`src/rtl/ise_pkg.sv`:
```
// Shared definitions for the image sorting engine output scheduler.
// Optional feature macro: ISE_SCHED_INDEX_TIEBREAK_EN (appends the image
// index to the sort key so equal colour/mean records order by index).
package ise_pkg;

  typedef enum logic [1:0] {
    ST_IDLE    = 2'd0,
    ST_COLLECT = 2'd1,
    ST_EMIT    = 2'd2
  } sched_state_t;

  localparam logic [1:0] COLOR_R     = 2'd0;
  localparam logic [1:0] COLOR_G     = 2'd1;
  localparam logic [1:0] COLOR_B     = 2'd2;
  localparam logic [1:0] COLOR_UNDET = 2'd3;

  localparam int ISE_MAX_IMG = 32;
  localparam int ISE_IDX_W   = 5;
  localparam int ISE_MEAN_W  = 8;

  // Sort key is {colour, mean} and optionally the image index below them.
  function automatic int key_width(input int idx_w, input int mean_w);
`ifdef ISE_SCHED_INDEX_TIEBREAK_EN
    return 2 + mean_w + idx_w;
`else
    return 2 + mean_w;
`endif
  endfunction

endpackage

```
`src/rtl/ise_sort_cell.sv`:
```
// One slot of the insertion-sort chain. A slot is "big" when it is empty or
// holds a key strictly greater than the incoming one; because the list is
// kept sorted, big slots always form a contiguous run at the top.
module ise_sort_cell
  import ise_pkg::*;
#(
  parameter int KEY_W = 10,
  parameter int IDX_W = 5
) (
  input  logic             clk,
  input  logic             reset,
  input  logic             ins_en,
  input  logic             occupied,
  input  logic             lower_big,
  input  logic [KEY_W-1:0] lower_key,
  input  logic [IDX_W-1:0] lower_idx,
  input  logic [KEY_W-1:0] new_key,
  input  logic [IDX_W-1:0] new_idx,
  output logic             big,
  output logic [KEY_W-1:0] key,
  output logic [IDX_W-1:0] idx
);

  logic [KEY_W-1:0] key_reg;
  logic [IDX_W-1:0] idx_reg;

  // Strict compare keeps equal keys in arrival order.
  assign big = !occupied || (key_reg > new_key);
  assign key = key_reg;
  assign idx = idx_reg;

  // Shift up from the lower neighbour, take the new record, or hold.
  always_ff @(posedge clk or negedge reset) begin
    if (!reset) begin
      key_reg <= '0;
      idx_reg <= '0;
    end else if (ins_en) begin
      if (lower_big) begin
        key_reg <= lower_key;
        idx_reg <= lower_idx;
      end else if (big) begin
        key_reg <= new_key;
        idx_reg <= new_idx;
      end
    end
  end

endmodule

```
`src/rtl/ise_order_sched.sv`:
```
// Output-ordering scheduler: inserts per-image records into a sorted chain
// as they arrive, then streams image indices out in ascending key order.
// Optional feature macro: ISE_SCHED_INDEX_TIEBREAK_EN.
module ise_order_sched
  import ise_pkg::*;
#(
  parameter int MAX_IMG = ISE_MAX_IMG,
  parameter int IDX_W   = ISE_IDX_W,
  parameter int MEAN_W  = ISE_MEAN_W
) (
  input  logic              clk,
  input  logic              reset,
  input  logic              rec_valid,
  output logic              rec_ready,
  input  logic [IDX_W-1:0]  rec_index,
  input  logic [1:0]        rec_color,
  input  logic [MEAN_W-1:0] rec_mean,
  input  logic              rec_last,
  output logic              busy,
  output logic              out_valid,
  output logic [1:0]        color_index,
  output logic [IDX_W-1:0]  image_out_index
);

  localparam int KEY_W = key_width(IDX_W, MEAN_W);
  localparam int CNT_W = $clog2(MAX_IMG + 1);
  localparam int PTR_W = $clog2(MAX_IMG);

  sched_state_t     state_reg, state_next;
  logic [CNT_W-1:0] count_reg;
  logic [CNT_W-1:0] ptr_reg;
  logic             accept;
  logic             last_out;
  logic [KEY_W-1:0] new_key;
  logic [KEY_W-1:0] sel_key;
  logic [IDX_W-1:0] sel_idx;

  logic             big_arr [MAX_IMG];
  logic [KEY_W-1:0] key_arr [MAX_IMG];
  logic [IDX_W-1:0] idx_arr [MAX_IMG];

`ifdef ISE_SCHED_INDEX_TIEBREAK_EN
  assign new_key = {rec_color, rec_mean, rec_index};
`else
  assign new_key = {rec_color, rec_mean};
`endif

  assign accept   = rec_valid && rec_ready;
  assign last_out = (ptr_reg == count_reg - CNT_W'(1));

  genvar gi;
  generate
    for (gi = 0; gi < MAX_IMG; gi++) begin : g_cell
      logic             lower_big;
      logic [KEY_W-1:0] lower_key;
      logic [IDX_W-1:0] lower_idx;
      if (gi == 0) begin : g_bottom
        assign lower_big = 1'b0;
        assign lower_key = '0;
        assign lower_idx = '0;
      end else begin : g_chain
        assign lower_big = big_arr[gi-1];
        assign lower_key = key_arr[gi-1];
        assign lower_idx = idx_arr[gi-1];
      end
      ise_sort_cell #(.KEY_W(KEY_W), .IDX_W(IDX_W)) u_cell (
        .clk       (clk),
        .reset     (reset),
        .ins_en    (accept),
        .occupied  (CNT_W'(gi) < count_reg),
        .lower_big (lower_big),
        .lower_key (lower_key),
        .lower_idx (lower_idx),
        .new_key   (new_key),
        .new_idx   (rec_index),
        .big       (big_arr[gi]),
        .key       (key_arr[gi]),
        .idx       (idx_arr[gi])
      );
    end
  endgenerate

  // State register.
  always_ff @(posedge clk or negedge reset) begin
    if (!reset) state_reg <= ST_IDLE;
    else        state_reg <= state_next;
  end

  // Next state and handshake outputs; the batch closes on rec_last or a full list.
  always_comb begin
    state_next = state_reg;
    rec_ready  = 1'b0;
    busy       = 1'b0;
    out_valid  = 1'b0;
    case (state_reg)
      ST_IDLE, ST_COLLECT: begin
        rec_ready = 1'b1;
        if (rec_valid) begin
          if (rec_last || count_reg == CNT_W'(MAX_IMG - 1)) state_next = ST_EMIT;
          else                                              state_next = ST_COLLECT;
        end
      end
      ST_EMIT: begin
        busy      = 1'b1;
        out_valid = 1'b1;
        if (last_out) state_next = ST_IDLE;
      end
      default: state_next = ST_IDLE;
    endcase
  end

  // Entry count grows per accept and clears when emission finishes.
  always_ff @(posedge clk or negedge reset) begin
    if (!reset)                              count_reg <= '0;
    else if (accept)                         count_reg <= count_reg + CNT_W'(1);
    else if (state_reg == ST_EMIT && last_out) count_reg <= '0;
  end

  // Read pointer walks 0..count-1 during emission only.
  always_ff @(posedge clk or negedge reset) begin
    if (!reset)                                  ptr_reg <= '0;
    else if (state_reg == ST_EMIT && !last_out)  ptr_reg <= ptr_reg + CNT_W'(1);
    else                                         ptr_reg <= '0;
  end

  assign sel_key = key_arr[ptr_reg[PTR_W-1:0]];
  assign sel_idx = idx_arr[ptr_reg[PTR_W-1:0]];

  assign color_index     = out_valid ? sel_key[KEY_W-1 -: 2] : 2'd0;
  assign image_out_index = out_valid ? sel_idx : '0;

endmodule

```
`config.mk`:
```
export PLATFORM = sky130hd
export DESIGN_NAME = ise_order_sched
export DESIGN_NICKNAME = d
export VERILOG_FILES = /design/src/rtl/ise_pkg.sv /design/src/rtl/ise_sort_cell.sv /design/src/rtl/ise_order_sched.sv
export SDC_FILE = /design/constraint.sdc
export NUM_CORES = 1
export LEC_CHECK = 0
export ABC_AREA = 1
export ABC_CLOCK_PERIOD_IN_PS = 4100
export CAP_MARGIN = 0
export CELL_PAD_IN_SITES_DETAIL_PLACEMENT = 0
export CELL_PAD_IN_SITES_GLOBAL_PLACEMENT = 1
export CORE_UTILIZATION = 35
export CTS_BUF_LIST = sky130_fd_sc_hd__clkbuf_8
export DETAILED_ROUTE_END_ITERATION = 12
export PLACE_DENSITY = 0.65
export SLEW_MARGIN = 40
export SYNTH_ARGS = -nofsm -noshare
export SYNTH_HDL_FRONTEND = slang
export SYNTH_SLANG_ARGS = --single-unit
```
`constraint.sdc`:
```
create_clock -name clk -period 4.1 [get_ports clk]
set_input_delay 0.41 -clock clk [delete_from_list [all_inputs] [get_ports clk]]
set_output_delay 0.41 -clock clk [all_outputs]
set_load 0.01 [all_outputs]
```
# --- After elaboration in Yosys (flattened, before gate mapping) ---
# Cells that the tools add are included.
classes:
  addsub: 3
  mul: 0
  div_mod_pow: 0
  magnitude_cmp: 65
  eq_ne: 6
  shift: 0
  n_mux: 141
  n_bitwise: 1
  n_reduce_logical: 136
op_table:
  columns: ["operator", "n"]
  rows:
  - ["$mux 10", 64]
  - ["$mux 5", 65]
  - ["$gt 10x10->1", 32]
  - ["$lt 5x6->1 const A", 16]
  - ["$reduce_and 2->1", 33]
  - ["$reduce_bool 2->1", 32]
  - ["$bmux 10 s5", 1]
  - ["$lt 4x6->1 const A", 8]
  - ["$logic_not 1->1", 33]
  - ["$logic_or 1x1->1", 33]
  - ["$bmux 5 s5", 1]
  - ["$lt 3x6->1 const A", 4]
  - ["$mux 6", 3]
  - ["$add 6x1->6 const B", 2]
  - ["$lt 1x6->1 const A", 2]
  - ["$lt 2x6->1 const A", 2]
  - ["$mux 2", 4]
  - ["$eq 6x5->1 const B", 1]
  - ["$eq 6x6->1", 1]
  - ["$ge 6x6->1 const B", 1]
  - ["$not 5->6", 1]
  - ["$sub 6x1->6 const B", 1]
  - ["$ne 2x2->1 const B", 2]
  - ["$pmux 2 s2", 1]
  - ["6 further kinds", 9]
totals:
  regBits: 494
  latch_bits: 0
  ramBits: 0
  romBits: 0
  in_bits: 19
  out_inout_bits: 10
  wordCells: 419
  memories: 0

# --- Depth between registers and ports, before layout ---
logic_depth:
  word_depth: 5
  mapped_depth: 16
  depth_no_buf: 14

# --- Hierarchy ---
# From an unflattened synthesis, not the netlist that was laid out.
hier_totals:
  hier_cells: 5828
  area_unflattened_um2: 38316.7
modules_own_cells:
  columns: ["module", "n_inst", "cells_each", "area_per_inst_um2", "seq_area_each_um2"]
  rows:
  - ["ise_sort_cell", 32, 157, 1073.5, 375.4]
  - ["ise_order_sched", 1, 804, 3963.8, 350.3]

# --- Worst setup path after synthesis ---
# No wires, ideal clock.
synth_path:
  kind: "in2reg"
  startpoint: "in rec_color[1]"
  endpoint: "reg g_cell[2].u_cell.idx_reg[0]"
  setup_ns: 0.066
  t_arrival_ns: 2.788
  slack_ns: 1.246
  path_stages: 12
  path_cell_list: "clkbuf_1 inv_1 ha_1 a21o_1 nor2_1 nand3_1 nand2_1 nand2_2 nand2_2 buf_1 nand3_1 nand2_1"
synth_between:
  elab_chain_len: 4
  word_cells_on_any_way: 7
synth_rtl:
  columns: ["item", "line_no", "rtl"]
  rows:
  - ["from (decl)", "ise_order_sched.sv:16", "input logic [1:0] rec_color,"]
  - ["$gt 10x10->1", "ise_sort_cell.sv:28", "assign big = !occupied || (key_reg > new_key);"]
  - ["$logic_or 1x1->1", "ise_sort_cell.sv:28", null]
  - ["$reduce_bool 2->1 (no source line)", null, null]
  - ["$reduce_and 2->1 (no source line)", null, null]
  - ["to (signal assigned)", "ise_sort_cell.sv:40", "idx_reg <= lower_idx;"]
  - ["to (signal assigned)", "ise_sort_cell.sv:43", "idx_reg <= new_idx;"]
  - ["to (decl)", "ise_sort_cell.sv:25", "logic [IDX_W-1:0] idx_reg;"]
# Parallel ways exist; a longest one is shown, timed or not.
# A chain may end at the register's enable or synchronous reset.

# --- Worst setup path in the final report ---
layout_path:
  startpoint: "reg ptr_reg[0]"
  endpoint: "out color_index[0]"
layout_between:
  elab_chain_len: 5
layout_rtl:
  columns: ["item", "line_no", "rtl"]
  rows:
  - ["from (decl)", "ise_order_sched.sv:31", "logic [CNT_W-1:0] ptr_reg;"]
  - ["from (signal assigned)", "ise_order_sched.sv:122", "else if (state_reg == ST_EMIT && !last_out) ptr_reg <= ptr_reg + CNT_W'(1);"]
  - ["$not 5->6 (implied by the code)", "ise_order_sched.sv:126", "assign sel_key = key_arr[ptr_reg[PTR_W-1:0]];"]
  - ["$bmux 10 s5", "ise_order_sched.sv:126", null]
  - ["$mux 10 (implied by the code) (2 in series)", "ise_order_sched.sv:126", null]
  - ["$mux 2", "ise_order_sched.sv:129", "assign color_index = out_valid ? sel_key[KEY_W-1 -: 2] : 2'd0;"]
  - ["to (decl)", "ise_order_sched.sv:21", "output logic [1:0] color_index,"]
# No other way between the ends. The select of a mux whose other input is x is not followed.

==> summary by stage <==
STA
Timing would allow up to about 240 MHz. The post-route worst setup slack is about 0.00086 ns. The period utilization is 100%. The final critical path time including I/O delays and setup is between 4 and 5 ns. Clock skew on the completed layout was measured at roughly 0.038 ns.

The setup violation total in the final timing report is 0. The number of max-slew violations in the final report is 0. At the pin with the least slew margin, the transition time is 0.880 ns. The count of endpoints failing hold in the final timing report is 0. The max-slew headroom at the worst pin is 41.3%. Setup repair after global routing could not meet its margin everywhere.

Hold path
The worst hold path belongs to the class primary input to flip-flop. In this run the most critical hold path is launched from rec_index[2]. The path with the worst hold slack has its endpoint at g_cell[0].u_cell.idx[2]. The cell depth of the worst min-delay path is 3.

Yosys
Yosys mapped a number of flops with a built-in enable equal to 0. Yosys printed 0 warnings. Yosys instantiated no cell more often than nand2_1. In this run the biggest area consumer among cell types represents roughly 33% of the synthesized area.

The mapped cell area is 0.0370 mm². In the post-synthesis netlist, the biggest area contributors are dfrtp_1 (33%), nand2_1 (27%), nand3_1 (13%). The library cell occupying the most area in the post-synthesis netlist is dfrtp_1. Counting flops with an async set or reset pin after synthesis yields a share of 100%. The mean instance size in the synthesized netlist is 6.56 µm². The distinct cell type count of the synthesized netlist is 39. By count the netlist is led by nand2_1 (2671), nand3_1 (986), dfrtp_1 (494).

The most used flip-flop cell after synthesis is dfrtp_1. The synthesized net count is 5988. After synthesis, flip-flops and latches occupy 33.4% of the total area. The flip-flop and latch count after synthesis is 494. The post-synthesis cell count is 5645.

Finish
The synthesis-to-finish area growth is 10.8%. The final layout net count is 5947. The number of flip-flops in the largest register is 320.

The share of cells above drive strength 1 is approximately 8%. For this run, the share of the core covered by cells in the final layout is approximately two fifths. The finished cells cover 0.0410 mm².

CTS
At the later pin of the worst-skew pair, clock insertion delay measures 0.79 ns. The TritonCTS clock tree is yes. Clock-pin slew was measured on the worst setup and hold paths at ~0.07 ns. The cell sitting at the root of the clock tree is a clkbuf_8. Post-CTS timing repair inserted 0 buffers for setup. The number of sinks on the clock net is ~490.

The H-tree generated during clock tree synthesis spans 3 levels. The longest clock path from root to sink contains 3 buffers. The clock buffer count from CTS is 98.

Global route
Summed over all layers, the global routing overflow is 0. In the global route stage, met1 resource usage came out at 41.4%. The met3 global-route usage is 3.72%. The number of global-route vias before repair was 35100.

The overall routing resource usage is 29.1%. The layer flagged by global routing as most heavily used is met2. The maximum number of pins on one net before global-route repair is around 130.

Global routing consumed, on the met2 layer, 45.7% of the routing resources. The initial antenna violation count is 4. The first global-routing pass estimated 235000 µm of wire.

Setup path
The type of destination of the critical path is a primary output. The flop-to-flop setup slack is 0.83 ns. The number of cells on the worst reg-to-reg path is 10. The startpoint of the worst-slack reg-to-reg timing path is count_reg[3]. The data arrival time of the critical path is between 3 and 4 ns. The worst register-to-register path ends at g_cell[1].u_cell.key[5]. By startpoint and endpoint, the worst setup path is classified as flip-flop to primary output.

The largest fanout on the critical path is 90. Data on the critical path is required at its endpoint by 3.69 ns. STA classifies the critical path startpoint as a flip-flop.

Power and ir drop
VDD sags by at most between 0.0002 and 0.0003 V. The areal power density over the cells is approximately 700 mW/mm². The leakage power summed over all cells is 23.3 nW.

Place
The post-placement setup slack is 0.687 ns. The total half-perimeter wirelength after legalization and detailed placement is 108000 µm. At the end of routability-driven placement, the weighted congestion stood at 0.941. The placed instance area is 0.0388 mm². Port buffering added 28 buffers.

Floorplanning
Pin placement for this block handled 29 I/O pins. From bottom edge to top edge, the die measures 327 µm. Row generation in the floorplan step produced between 100 and 150 rows.

The area of the die is between 0.1 and 0.15 mm². The die extent in x is 327 µm. For this configuration, the core starts out at a cell density of 35.5%. The standard cell core area is 0.104 mm².

Status
The flow ran to the end, and the final reports show no timing, DRC or antenna violations.

Route
In the routed design, unresolved DRC markers number 0. The count of routing violations after the opening detailed-route iteration is 3557. After detailed routing, the number of vias per cell comes to 5.29.

The number of vias in the routed layout is 37400. The routed wire length is approximately 160000 µm. The iteration count of the initial detailed-routing pass is 6.

The average detailed-routed wire length per instance is between 20 and 25 µm. The number of routed nets with antenna violations is 0.

Flow run
The number of maximum-capacitance violations is 0.
[cell families (layout without fill, tap and decap cells)]
family          after synthesis  after routing  share of synthesized area [%]
compound gates              273            273                           4.39
xor+xnor                      9              9                          0.213
fa+ha+maj                   324            324                           10.9
buf+inv                     603            644                           6.87
flops                       494            494                           33.4
other cells                   0              3                              0
simple gates               3942           3942                           44.2
[stage by stage]
| stage | TNS [ns] | instances | power (mW) | hold WS (ns) |
|---|---|---|---|---|
| final | 0 | 7069 | 28.8 | 0.226 |
| after global placement | 0 | 6882 | 23.0 | 0.466 |
| after detailed placement | 0 | 6882 | 23.1 | 0.467 |
| after floorplan | 0 | 5645 | 18.1 | 0.114 |
| after CTS | 0 | 7065 | 28.7 | 0.132 |
| after global routing | -0.00888 | 7068 | 31.2 | 0.170 |
[how the worst max path moves through the flow]
stage / slack [ns] / cells after the start / endpoint / from
floorplan: 1.25 / 12 / g_cell[2].u_cell.idx[0] / rec_color[1]
global placement: 0.70 / 13 / g_cell[16].u_cell.key[8] / rec_color[0]
detailed placement: 0.69 / 13 / g_cell[16].u_cell.idx[4] / rec_color[0]
CTS: 0.03 / 10 / image_out_index[1] / ptr_reg[0]
global route: -0.009 / 10 / color_index[0] / ptr_reg[0]
finish: 0.0009 / 10 / color_index[0] / ptr_reg[0]
[layout make-up]
type | instances | area, µm²
fill | 11300 | 63200
clock buffer | 129 | 1780
multi-input combinational | 4548 | 22200
sequential | 494 | 12400
antenna | 3 | 7.51
tap | 1380 | 1730
clock inverter | 53 | 300
inverter | 298 | 1130
timing repair buffer | 164 | 1540
[critical path, cell delays in order (launching register included)]
cell	delay, ns
dfrtp_4	0.65
buf_16	0.33
nand2_1	0.10
nand3_1	0.11
nand3_1	0.13
nand2_1	0.16
a21oi_1	0.09
nand2_1	0.08
nand2_1	0.12
nor2_1	0.38
clkdlybuf4s50_1	0.62
[layer usage]
| metal | wire length (µm) | up-vias |
|---|---|---|
| met5 | 0 | - |
| met3 | 9180 | 242 |
| li1 | - | 18200 |
| met1 | 72700 | 17900 |
| met2 | 69400 | 1122 |
| met4 | 4660 | 0 |
[power breakdown]
part	total, mW	internal (mW)	leakage (nW)	switching, mW
combinational	13.8	4.58	15.6	9.24
sequential	9.54	6.79	6.59	2.75
clock	5.45	2.94	1.19	2.51
[layout by cell type, fill, tap and decap left out, drive strengths merged]
cell type      netlist  layout
nor3                 2       2
clkinv               4      22
o21ai               84      84
nand2             2740    2740
o31ai               13      13
clkdlybuf4s50        0      12
xnor2                3       3
nand3              987     987
xor2                 6       6
a21boi              11      11
a21o                 6       6
clkbuf             166     129
a21oi              135     135
dfrtp              494     494
dlygate4sd3          0       1
inv                294     325
or2                  2       2
clkinvlp             0       2
o21bai               6       6
nand4               33      33
o22ai               18      18
ha                 324     324
buf                139     151
nor2               178     178
diode                0       3
bufinv               0       2
[timing repair]
item | 4_1_cts | 5_1_grt
pin swaps | 0 | 0
gates resized for setup | 5 | 8
hold endpoints to repair | 69 | 0
endpoints found under the setup margin | 6 | 7
hold buffers | 1 | 0
Power figures use the tool's default switching activity.
